<file path="src/rtl/branch_ctrl.sv">
// Branch control stage upstream of the PC: decodes branch/halt instructions,
// holds the compare flag, a loadable branch-target table and an executed-instruction count.
module branch_ctrl #(
    parameter int PC_W      = 11,
    parameter int INST_W    = 9,
    parameter int LUT_DEPTH = 32,
    parameter int CNT_W     = 16
) (
    input  logic              Clk,
    input  logic              Reset,
    input  logic              Start,
    input  logic [PC_W-1:0]   ProgCtr,
    input  logic [INST_W-1:0] Instruction,
    input  logic              AluFlag,
    input  logic              FlagWrite,
    input  logic              LutWe,
    input  logic [4:0]        LutAddr,
    input  logic [PC_W-1:0]   LutData,
    output logic              BranchEn,
    output logic              BranchOnFlag,
    output logic [PC_W-1:0]   Target,
    output logic              FlagReg,
    output logic              Done,
    output logic [CNT_W-1:0]  InstCount,
    output logic              DbgState
);

    typedef enum logic {
        ST_RUN    = 1'b0,
        ST_HALTED = 1'b1
    } state_t;

    localparam logic [3:0]        OP_BRT   = 4'b1100;
    localparam logic [3:0]        OP_BRF   = 4'b1101;
    localparam logic [3:0]        OP_JMP   = 4'b1110;
    localparam logic [INST_W-1:0] INST_HLT = '1;

    state_t             state_q;
    logic               flag_q;
    logic               done_q;
    logic [CNT_W-1:0]   cnt_q;
    logic [CNT_W-1:0]   cnt_d;
    logic [PC_W-1:0]    lut_q [LUT_DEPTH];

    logic [3:0]         opcode;
    logic [4:0]         operand;
    logic               is_halt;
    logic [PC_W-1:0]    lut_rd;

    assign opcode  = Instruction[8:5];
    assign operand = Instruction[4:0];
    assign is_halt = (Instruction == INST_HLT);
    assign lut_rd  = lut_q[operand];

    // Saturating count: stays at all-ones instead of wrapping.
    assign cnt_d = (&cnt_q) ? cnt_q : cnt_q + {{(CNT_W-1){1'b0}}, 1'b1};

    always_comb begin
        BranchEn     = 1'b0;
        BranchOnFlag = 1'b0;
        Target       = lut_rd;
        if (state_q == ST_HALTED || is_halt) begin
            // Self-jump on the current PC; flag-equal polarity makes it unconditional.
            BranchEn     = 1'b1;
            BranchOnFlag = flag_q;
            Target       = ProgCtr;
        end else begin
            case (opcode)
                OP_BRT: begin
                    BranchEn     = 1'b1;
                    BranchOnFlag = 1'b1;
                end
                OP_BRF: begin
                    BranchEn     = 1'b1;
                    BranchOnFlag = 1'b0;
                end
                OP_JMP: begin
                    BranchEn     = 1'b1;
                    BranchOnFlag = flag_q;
                end
                default: begin
                    BranchEn     = 1'b0;
                    BranchOnFlag = 1'b0;
                end
            endcase
        end
    end

    always_ff @(posedge Clk or posedge Reset) begin
        if (Reset) begin
            state_q <= ST_RUN;
            flag_q  <= 1'b0;
            done_q  <= 1'b0;
            cnt_q   <= '0;
        end else if (Start) begin
            state_q <= ST_RUN;
            flag_q  <= 1'b0;
            done_q  <= 1'b0;
            cnt_q   <= '0;
        end else if (state_q == ST_RUN) begin
            if (FlagWrite) begin
                flag_q <= AluFlag;
            end
            cnt_q <= cnt_d;
            if (is_halt) begin
                state_q <= ST_HALTED;
                done_q  <= 1'b1;
            end
        end
    end

    // Table writes are independent of the FSM; reads in the write cycle see the old entry.
    always_ff @(posedge Clk or posedge Reset) begin
        if (Reset) begin
            for (int i = 0; i < LUT_DEPTH; i++) begin
                lut_q[i] <= '0;
            end
        end else if (LutWe) begin
            lut_q[LutAddr] <= LutData;
        end
    end

    assign FlagReg   = flag_q;
    assign Done      = done_q;
    assign InstCount = cnt_q;
    assign DbgState  = state_q;

endmodule

</file>
<file path="config.mk">
export PLATFORM = sky130hd
export DESIGN_NAME = branch_ctrl
export DESIGN_NICKNAME = d
export VERILOG_FILES = /design/src/rtl/branch_ctrl.sv
export SDC_FILE = /design/constraint.sdc
export NUM_CORES = 1
export LEC_CHECK = 0
export CAP_MARGIN = 20
export CORE_MARGIN = 2
export CORE_UTILIZATION = 45
export DETAILED_ROUTE_END_ITERATION = 10
export GPL_ROUTABILITY_DRIVEN = 0
export GPL_TIMING_DRIVEN = 0
export PLACE_DENSITY = 0.59
export SYNTH_ARGS = -nofsm -noshare
export SYNTH_HDL_FRONTEND = slang
export SYNTH_SLANG_ARGS = --single-unit
</file>
<file path="constraint.sdc">
create_clock -name Clk -period 15 [get_ports Clk]
set_input_delay 1.5 -clock Clk [delete_from_list [all_inputs] [get_ports Clk]]
set_output_delay 1.5 -clock Clk [all_outputs]
set_load 0.005 [all_outputs]
</file>
==> flow_summary.ini, run 1 <==
[routing]
vias = 10912
wl_per_cell_um = 25.3
wl_met3_um = 2370
wirelength_met1_um = 21700
drc_errors = 0
vias_per_cell = 5.85
first_pass_iters = 5
ant_nets = 0
routed_wl_um = 47200
drt_iter0_markers = 641
wl_met2_um = 21700
top_layer = met4

[clocking]
cts_tree = done
numCtsBuffers = 42
cts_num_sinks = 371
clockBufferDepth = 3
hold_buffers = 0
clk_pin_slew_worst_paths_ns = 0.06
post_cts_resized = 0
ctsRootBufferMaster = clkbuf_16
cts_max_level = 2
post-cts-setup-buffers = 0
insertion_delay_ns = 0.55

[logic_synthesis]
synth-edff-count = 0
synth_flop_cell = dfrtp_1
synth_compound_area_share_pct = 4.68
async_flop_share_pct = 100
yosys_warnings = 0
synth_cell_types = 45
synth_top_family_by_area = multiplexers
yosys.area_share.xor_xnor_pct = 0
synth_mux_area_share_pct = 34.6
synth_simple_gate_area_share_pct = 3.81
syn-cell-area_sq_um = 17300
synth_seq_cells = 371
seq_area_frac_synth_pct = 53.8
syn_inst = 1208
synth_nets = 1251
synth_fa_ha_area_share_pct = 0.0725
avgSynthCellArea_sq_um = 14.3

[layout]
nFillCells = 3235
syn_to_final_growth_pct = 16.2
drive_gt1_share_pct = 38.7
layout_commonest_cell = dfrtp_1
diodes = 0
final_cell_mix = 371 x dfrtp_1, 360 x mux2_2, 78 x clkbuf_1, 69 x clkdlybuf4s50_1, 65 x mux2i_1
multi_input_area_sq_um = 7450
nNetsFinal = 1367
final-seq-area_sq_um = 9280

[power]
clkPwrFrac_pct = 37.9
p_int_mw = 2.04
peakVddDrop_mv = 0.0775
power_switching_mw = 0.679
comb_power_share_pct = 15.2
p_leak_nw = 8.87
cellPowerDensity_nw_per_um2 = 136
switching_share_pct = 24.9
p_seq_share_pct = 46.9

[setup_path]
path_buf_inv = 4
crit_type = primary input to primary output
arrival_ns = 4.58
crit_path_end_kind = primary output
start_kind = primary input
crit_path_cell_trace = buf_2 > buf_2 > buf_2 > mux4_2 > a221oi_1 > a222oi_1 > clkdlybuf4s50_1
r2r_cells = 4
path_max_fanout = 10
cpMostUsedCell = buf_2
rr_endpoint = InstCount[0]$_DFFE_PP0P_
max_stage_delay_ns = 0.89
timing.rr.start = InstCount[12]$_DFFE_PP0P_
reg2reg_slack_ns = 13.00
cp.required_ns = 13.50
slowest_stage = a221oi_1
cpLargestDelayFamily = buffers and inverters

[sta]
slew_viol_final = 0
finalWorstSetupSlack_ns = 8.92
hold_viol_final = 0
holdWs_ns = 0.500
worst_pin_slew_ns = 1.02
fmax_ghz = 0.164
period_minus_slack_ns = 6.08
final-setup-viol-count = 0
post-route-period-util_pct = 40.5
relSlewSlack_pct = 32.1
tns_ns = 0
rsz0062_at_grt = false
clock_skew_ns = 0.00377

[grt]
grt_max_degree = 127
grt_pass1_wl_um = 71900
grt_pass1_vias = 11270
gr-total-overflow = 0
antenna_found_initial = 1
track_usage_pct = 24.7

[hold_path]
hold_path_depth = 1
hp-start = lut_q[17]$_DFFE_PP0P_
min_to = lut_q[17]$_DFFE_PP0P_
hp-class = flop to flop

[die]
start_util_pct = 45.7
die_w_um = 200
io_pins = 74
core.rowCount = 71
die_area_sq_um = 39900
core_area_sq_um = 37800
die_h_um = 200

[place]
dp_hpwl_um = 32100
post-place-ws_ns = 8.93
io_buffers = 69

[status]
outcome = completed

[flow_run]
cap_violations = 0
-- cells in the mapped netlist (8+ instances only) --
master	count	area [sq um]
clkbuf_1	69	259
nand3_1	10	50.1
buf_1	8	30.0
dfrtp_1	371	9280
buf_2	23	115
mux4_2	56	1260
mux2i_1	65	651
a222oi_1	10	100
buf_4	8	60.1
a21oi_1	21	105
o21ai_0	23	115
nor2b_1	10	62.6
inv_1	16	60.1
mux2_2	360	4050
nand2_1	21	78.8
o221ai_1	11	96.3
nor2_1	34	128
a221oi_1	34	298
-- power groups by stage --
stage | clock network [mW] | logic (mW) | registers, mW
4_1_cts | 1.05 | 0.419 | 1.27
3_5_place_dp | 0 | 0.418 | 1.29
2_1_floorplan | 0 | 0.311 | 1.26
3_3_place_gp | 0 | 0.404 | 1.29
5_1_grt | 1.10 | 0.449 | 1.30
6_report | 1.03 | 0.415 | 1.28
-- area by class of cell --
type | count | share of cell area, %
Inverter | 16 | 0.337
Clock inverter | 12 | 0.599
Buffer | 108 | 2.31
Timing Repair Buffer | 72 | 3.85
Clock buffer | 63 | 6.29
Multi-Input combinational cell | 713 | 37.2
Tap cell | 511 | 3.19
Sequential cell | 371 | 46.3
-- per-layer routing --
metal | track usage, % | vias to the layer above
li1 | - | 4740
met1 | 35.5 | 5861
met5 | 0 | -
met2 | 38.3 | 240
met4 | 8.34 | 0
met3 | 4.30 | 71
-- cell families after synthesis --
kind of cell / count (synthesis)
mux: 482
flops: 371
buf+inv: 124
simple gates: 119
compound gates: 111
fa+ha+maj: 1
-- worst register-to-register path: cells and delay by family (launching register included) --
| kind | cells | cell delay [ns] |
|---|---|---|
| and+or+nand+nor | 2 | 0.83 |
| AOI/OAI and AO/OA | 1 | 0.23 |
| DFF | 1 | 0.46 |
| muxes | 1 | 0.35 |
-- metrics by stage --
| stage | util [%] | cell area (sq um) | power (mW) | cells |
|---|---|---|---|---|
| detailed placement | 49.5 | 18700 | 1.71 | 1791 |
| global route | 53.1 | 20100 | 2.85 | 1866 |
| floorplan | - | 17300 | 1.58 | 1208 |
| finish | 53.1 | 20100 | 2.72 | 1866 |
| global placement | 49.2 | 18600 | 1.69 | 1788 |
| CTS | 53.1 | 20100 | 2.75 | 1866 |
-- how the worst max path moves through the flow --
stage	to	depth (start not counted)	slack, ns	from
floorplan	DbgState$_DFF_PP0_	1	3.20	Reset
finish	Target[1]	7	8.92	Instruction[1]
detailed placement	Target[1]	7	8.93	Instruction[1]
global placement	lut_q[107]$_DFFE_PP0P_	2	-1.59	Reset
global route	Target[1]	7	8.83	Instruction[1]
CTS	Target[1]	7	8.92	Instruction[1]
-- state kept, by name (all words and copies together) (netlist names) --
name / count
DbgState: 1
Done: 1
FlagReg: 1
InstCount: 16
lut_q: 352
Power figures use the tool's default switching activity.
==> inputs of run 2 (changes only) <==
- PLACE_DENSITY: 0.59 -> 0.61
- clock period: 15 -> 5.55 ns (I/O delays scaled with it)
==> run 2 against run 1 <==
Effect of this change:
- die area unchanged
- count of clock-buffer cells in the layout up 1
- non-clock buffer count rose by 7
- first-iteration DRC count rose by 17%
- routed wire length down 1.5%
- register-to-register slack got worse by 9.4 ns
- clock power rose to 2.6 times the previous value
- via count shrank 0.71%
- largest cell class unchanged
==> flow_summary.ini, run 2 (synthesized netlist as in run 1, its figures left out) <==
[sta]
final-setup-viol-count = 0
finalWorstSetupSlack_ns = 1.33
period_minus_slack_ns = 4.22
hold_viol_final = 0
slew_viol_final = 0
fmax_ghz = 0.237
clock_skew_ns = 0.00679
relSlewSlack_pct = 35.7
rsz0062_at_grt = false
post-route-period-util_pct = 76.1
worst_pin_slew_ns = 0.965

[routing]
vias_per_cell = 5.80
routed_wl_um = 46500
drc_errors = 0
wl_per_cell_um = 24.9
vias = 10834
ant_nets = 0
first_pass_iters = 5
drt_iter0_markers = 747

[setup_path]
path_max_fanout = 10
cp.required_ns = 4.99
r2r_cells = 4
crit_path_end_kind = primary output
crit_path_cell_trace = clkdlybuf4s50_1 > nand4_1 > o311ai_1 > clkbuf_1 > a221oi_1 > a222oi_1 > clkdlybuf4s50_1
cpMostUsedCell = clkdlybuf4s50_1
arrival_ns = 3.67
crit_type = primary input to primary output
slowest_stage = a222oi_1
max_stage_delay_ns = 0.70
start_kind = primary input

[status]
outcome = completed

[grt]
grt_pass1_wl_um = 71100
grt_max_degree = 43
use_met2_pct = 38.6
track_usage_pct = 24.3
gr-total-overflow = 0
grt_pass1_vias = 11141
antenna_found_initial = 0
grt.busiest_layer = met2
grt_use_met3_pct = 3.68
grt_use_met1_pct = 34.8

[layout]
fin_area_sq_um = 20100
drive_gt1_share_pct = 38.7
largest_reg_flops = 352
final_util_pct = 53.2
layout_commonest_cell = dfrtp_1
nFillCells = 3193
regMostFlops = lut_q
final_cell_mix = 371 x dfrtp_1, 360 x mux2_2, 81 x clkbuf_1, 69 x clkdlybuf4s50_1, 65 x mux2i_1
syn_to_final_growth_pct = 16.4
nNetsFinal = 1374
diodes = 0

[place]
io_buffers = 69
post-place-ws_ns = 1.36
dp_hpwl_um = 32400
place_area_sq_um = 18800

[clocking]
ctsRootBufferMaster = clkbuf_16
numCtsBuffers = 42
cts_num_sinks = 371
cts_tree = done
clockBufferDepth = 3
clk_pin_slew_worst_paths_ns = 0.06
post_cts_resized = 0
insertion_delay_ns = 0.55
hold_buffers = 0
post-cts-setup-buffers = 0
cts_max_level = 2

[die]
die_h_um = 200
core_area_sq_um = 37800
io_pins = 74
die_area_sq_um = 39900
start_util_pct = 45.7
core.rowCount = 71
die_w_um = 200

[power]
comb_power_share_pct = 15.7
p_total_mw = 7.21
p_int_mw = 5.41
switching_share_pct = 25.0
power_switching_mw = 1.80
clkPwrFrac_pct = 36.5
p_seq_share_pct = 47.9
peakVddDrop_mv = 0.251
p_leak_nw = 8.87
cellPowerDensity_nw_per_um2 = 359

[flow_run]
cap_violations = 0

[hold_path]
hp-class = primary input to asynchronous set/reset pin
## run 2: cell type report
class	count	area (sq um)	share of cell area [%]
plain buffers	108	464	2.31
repair buffers	79	891	4.44
inverters	16	63.8	0.318
well taps	511	639	3.18
clock buffers	64	1240	6.20
clock inverters	7	45.0	0.224
multi-input cells	713	7450	37.1
flip-flops and latches	371	9280	46.2
## run 2: path summary, 6_finish.rpt
path	start	endpoint	slack (ns)
worst max-delay path	Instruction[6]	Target[2]	1.33
worst min-delay path	Reset	InstCount[5]$_DFFE_PP0P_	0.39
worst max register to register	InstCount[2]$_DFFE_PP0P_	InstCount[13]$_DFFE_PP0P_	3.58
worst min register to register	lut_q[221]$_DFFE_PP0P_	lut_q[221]$_DFFE_PP0P_	0.50
max in group asynchronous	Reset	lut_q[89]$_DFFE_PP0P_	3.48
min in group Clk	lut_q[221]$_DFFE_PP0P_	lut_q[221]$_DFFE_PP0P_	0.50
## run 2: metrics by stage
| stage | hold slack, ns | setup TNS (ns) | std cells |
|---|---|---|---|
| floorplan | 0.474 | 0 | 1208 |
| global placement | 0.482 | -965.31 | 1788 |
| detailed placement | 0.487 | 0 | 1798 |
| CTS | 0.388 | 0 | 1869 |
| global route | 0.445 | 0 | 1869 |
| finish | 0.388 | 0 | 1869 |
## run 2: routing by layer
| metal | up-vias | share of wire (%) |
|---|---|---|
| met5 | - | 0 |
| met4 | 0 | 2.4 |
| met3 | 67 | 5.0 |
| met2 | 243 | 47 |
| met1 | 5766 | 46 |
| li1 | 4758 | - |
## run 2: power by group through the flow
stage / Combinational [mW] / Clock (mW) / Sequential [mW]
floorplan: 0.842 / 0 / 3.42
global placement: 1.09 / 0 / 3.48
detailed placement: 1.14 / 0 / 3.49
CTS: 1.14 / 2.68 / 3.45
global route: 1.22 / 2.79 / 3.51
finish: 1.13 / 2.63 / 3.45
## run 2: critical path, delay by kind of cell
family / cells / cell delay (ns)
compound gates: 3 / 1.35
simple gates: 1 / 0.13
buf+inv: 3 / 1.62
==> inputs of run 3 (changes only) <==
- clock period: 5.55 -> 3.7 ns (I/O delays scaled with it)
==> run 3 against run 2 <==
Effect of this change:
- core utilization about the same
- non-clock buffer count unchanged
- total power increased by 50%
- hold slack got worse by 0.18 ns
- routed wire length increased by 0.14%
==> flow_summary.ini, run 3 (synthesized netlist as in run 1, its figures left out) <==
[layout]
largest_reg_flops = 352
nNetsFinal = 1374
nFillCells = 3193
layout_commonest_cell = dfrtp_1
fin_area_sq_um = 20100
syn_to_final_growth_pct = 16.4
final_cell_mix = 371 x dfrtp_1, 360 x mux2_2, 79 x clkbuf_1, 69 x clkdlybuf4s50_1, 65 x mux2i_1
final-seq-area_sq_um = 9280
regMostFlops = lut_q
drive_gt1_share_pct = 38.8
diodes = 0
multi_input_area_sq_um = 7450

[clocking]
insertion_delay_ns = 0.54
clk_pin_slew_worst_paths_ns = 0.06
ctsRootBufferMaster = clkbuf_16
cts_num_sinks = 371
cts_max_level = 2
numCtsBuffers = 42
clockBufferDepth = 3
cts_tree = done

[place]
place_area_sq_um = 18800
dp_hpwl_um = 32400
io_buffers = 69

[routing]
first_pass_iters = 5
ant_nets = 0
drc_errors = 0
vias_per_cell = 5.80
vias = 10839
wl_per_cell_um = 24.9
routed_wl_um = 46500
drt_iter0_markers = 740

[grt]
grt_pass1_wl_um = 71100
grt_max_degree = 43
track_usage_pct = 24.3
antenna_found_initial = 0
grt_pass1_vias = 11142
gr-total-overflow = 0

[sta]
relSlewSlack_pct = 36.8
tns_ns = 0
period_minus_slack_ns = 3.68
slew_viol_final = 0
worst_pin_slew_ns = 0.949
hold_viol_final = 0
fmax_ghz = 0.272
final-setup-viol-count = 0
rsz0062_at_grt = false
clock_skew_ns = 0.00508
post-route-period-util_pct = 99.5

[die]
die_h_um = 200
start_util_pct = 45.7
core_area_sq_um = 37800
die_area_sq_um = 39900
io_pins = 74
core.rowCount = 71
die_w_um = 200

[setup_path]
start_kind = primary input
crit_path_cell_trace = buf_2 > buf_4 > and2_1 > clkbuf_1 > a221oi_1 > o21ai_0 > a222oi_1 > clkdlybuf4s50_1
arrival_ns = 3.31
crit_type = primary input to primary output
max_stage_delay_ns = 0.67
crit_path_end_kind = primary output
path_buf_inv = 4
cpLargestDelayFamily = buffers and inverters
r2r_cells = 4
path_max_fanout = 10
cp.depth = 8
slowest_stage = a222oi_1
cp.required_ns = 3.33

[power]
peakVddDrop_mv = 0.377
comb_power_share_pct = 15.7
p_seq_share_pct = 47.9
cellPowerDensity_nw_per_um2 = 538
power_switching_mw = 2.70
p_int_mw = 8.11
p_leak_nw = 8.88
switching_share_pct = 25.0
clkPwrFrac_pct = 36.4

[status]
outcome = completed

[hold_path]
hp-class = primary input to asynchronous set/reset pin

[flow_run]
cap_violations = 0
## run 3: cell counts in the layout (fill, tap and decap cells not counted)
No cell type changed its count.
## run 3: final timing paths
check / startpoint / end / slack [ns]
hold / removal: Reset / InstCount[5]$_DFFE_PP0P_ / 0.21
setup / recovery: Instruction[0] / Target[2] / 0.02
min in group Clk: Instruction[0] / Done$_DFFE_PP0P_ / 0.43
hold reg to reg: lut_q[221]$_DFFE_PP0P_ / lut_q[221]$_DFFE_PP0P_ / 0.50
setup reg to reg: InstCount[2]$_DFFE_PP0P_ / InstCount[13]$_DFFE_PP0P_ / 1.73
max in group asynchronous: Reset / lut_q[124]$_DFFE_PP0P_ / 1.81
## run 3: power groups by stage
stage | Combinational (mW) | Clock [mW] | Sequential (mW)
CTS | 1.71 | 4.01 | 5.17
finish | 1.70 | 3.94 | 5.18
floorplan | 1.26 | 0 | 5.13
global placement | 1.64 | 0 | 5.22
global route | 1.84 | 4.19 | 5.27
detailed placement | 1.71 | 0 | 5.24
## run 3: routing by layer
metal  track usage, %  part of all wire (%)
met1             34.9                    46
met2             38.6                    47
met3             3.68                   5.0
met4             6.78                   2.4
met5                0                     0
## run 3: timing repair
item                                    in CTS  in global routing
pin swaps                                    1                  1
gates resized for setup                      2                  2
setup buffers                                0                  0
endpoints found under the setup margin       7                  1
hold buffers                                 0                  0
## run 3: layout make-up
| type | instances | area share [%] |
|---|---|---|
| Multi-Input combinational cell | 713 | 37.1 |
| Sequential cell | 371 | 46.2 |
| Tap cell | 511 | 3.18 |
| Buffer | 108 | 2.34 |
| Timing Repair Buffer | 79 | 4.43 |
| Clock buffer | 64 | 6.20 |
| Inverter | 16 | 0.318 |
| Clock inverter | 7 | 0.224 |
## run 3: worst reg2reg max path, cell delays in order, from the launching register on
cell	delay, ns
dfrtp_1	0.51
nand3_1	0.22
or4_4	0.59
or4_1	0.41
a21oi_1	0.16
## run 3: per-stage QoR
step / instances / hold slack (ns) / power, mW / setup WS [ns] / util, %
floorplan: 1208 / 0.474 / 6.39 / -1.65 / -
global placement: 1788 / 0.482 / 6.86 / -4.30 / 49.3
detailed placement: 1798 / 0.487 / 6.94 / -0.121 / 49.8
CTS: 1869 / 0.203 / 10.9 / 0.0673 / 53.2
global route: 1869 / 0.260 / 11.3 / 0.00296 / 53.2
finish: 1869 / 0.210 / 10.8 / 0.0190 / 53.2
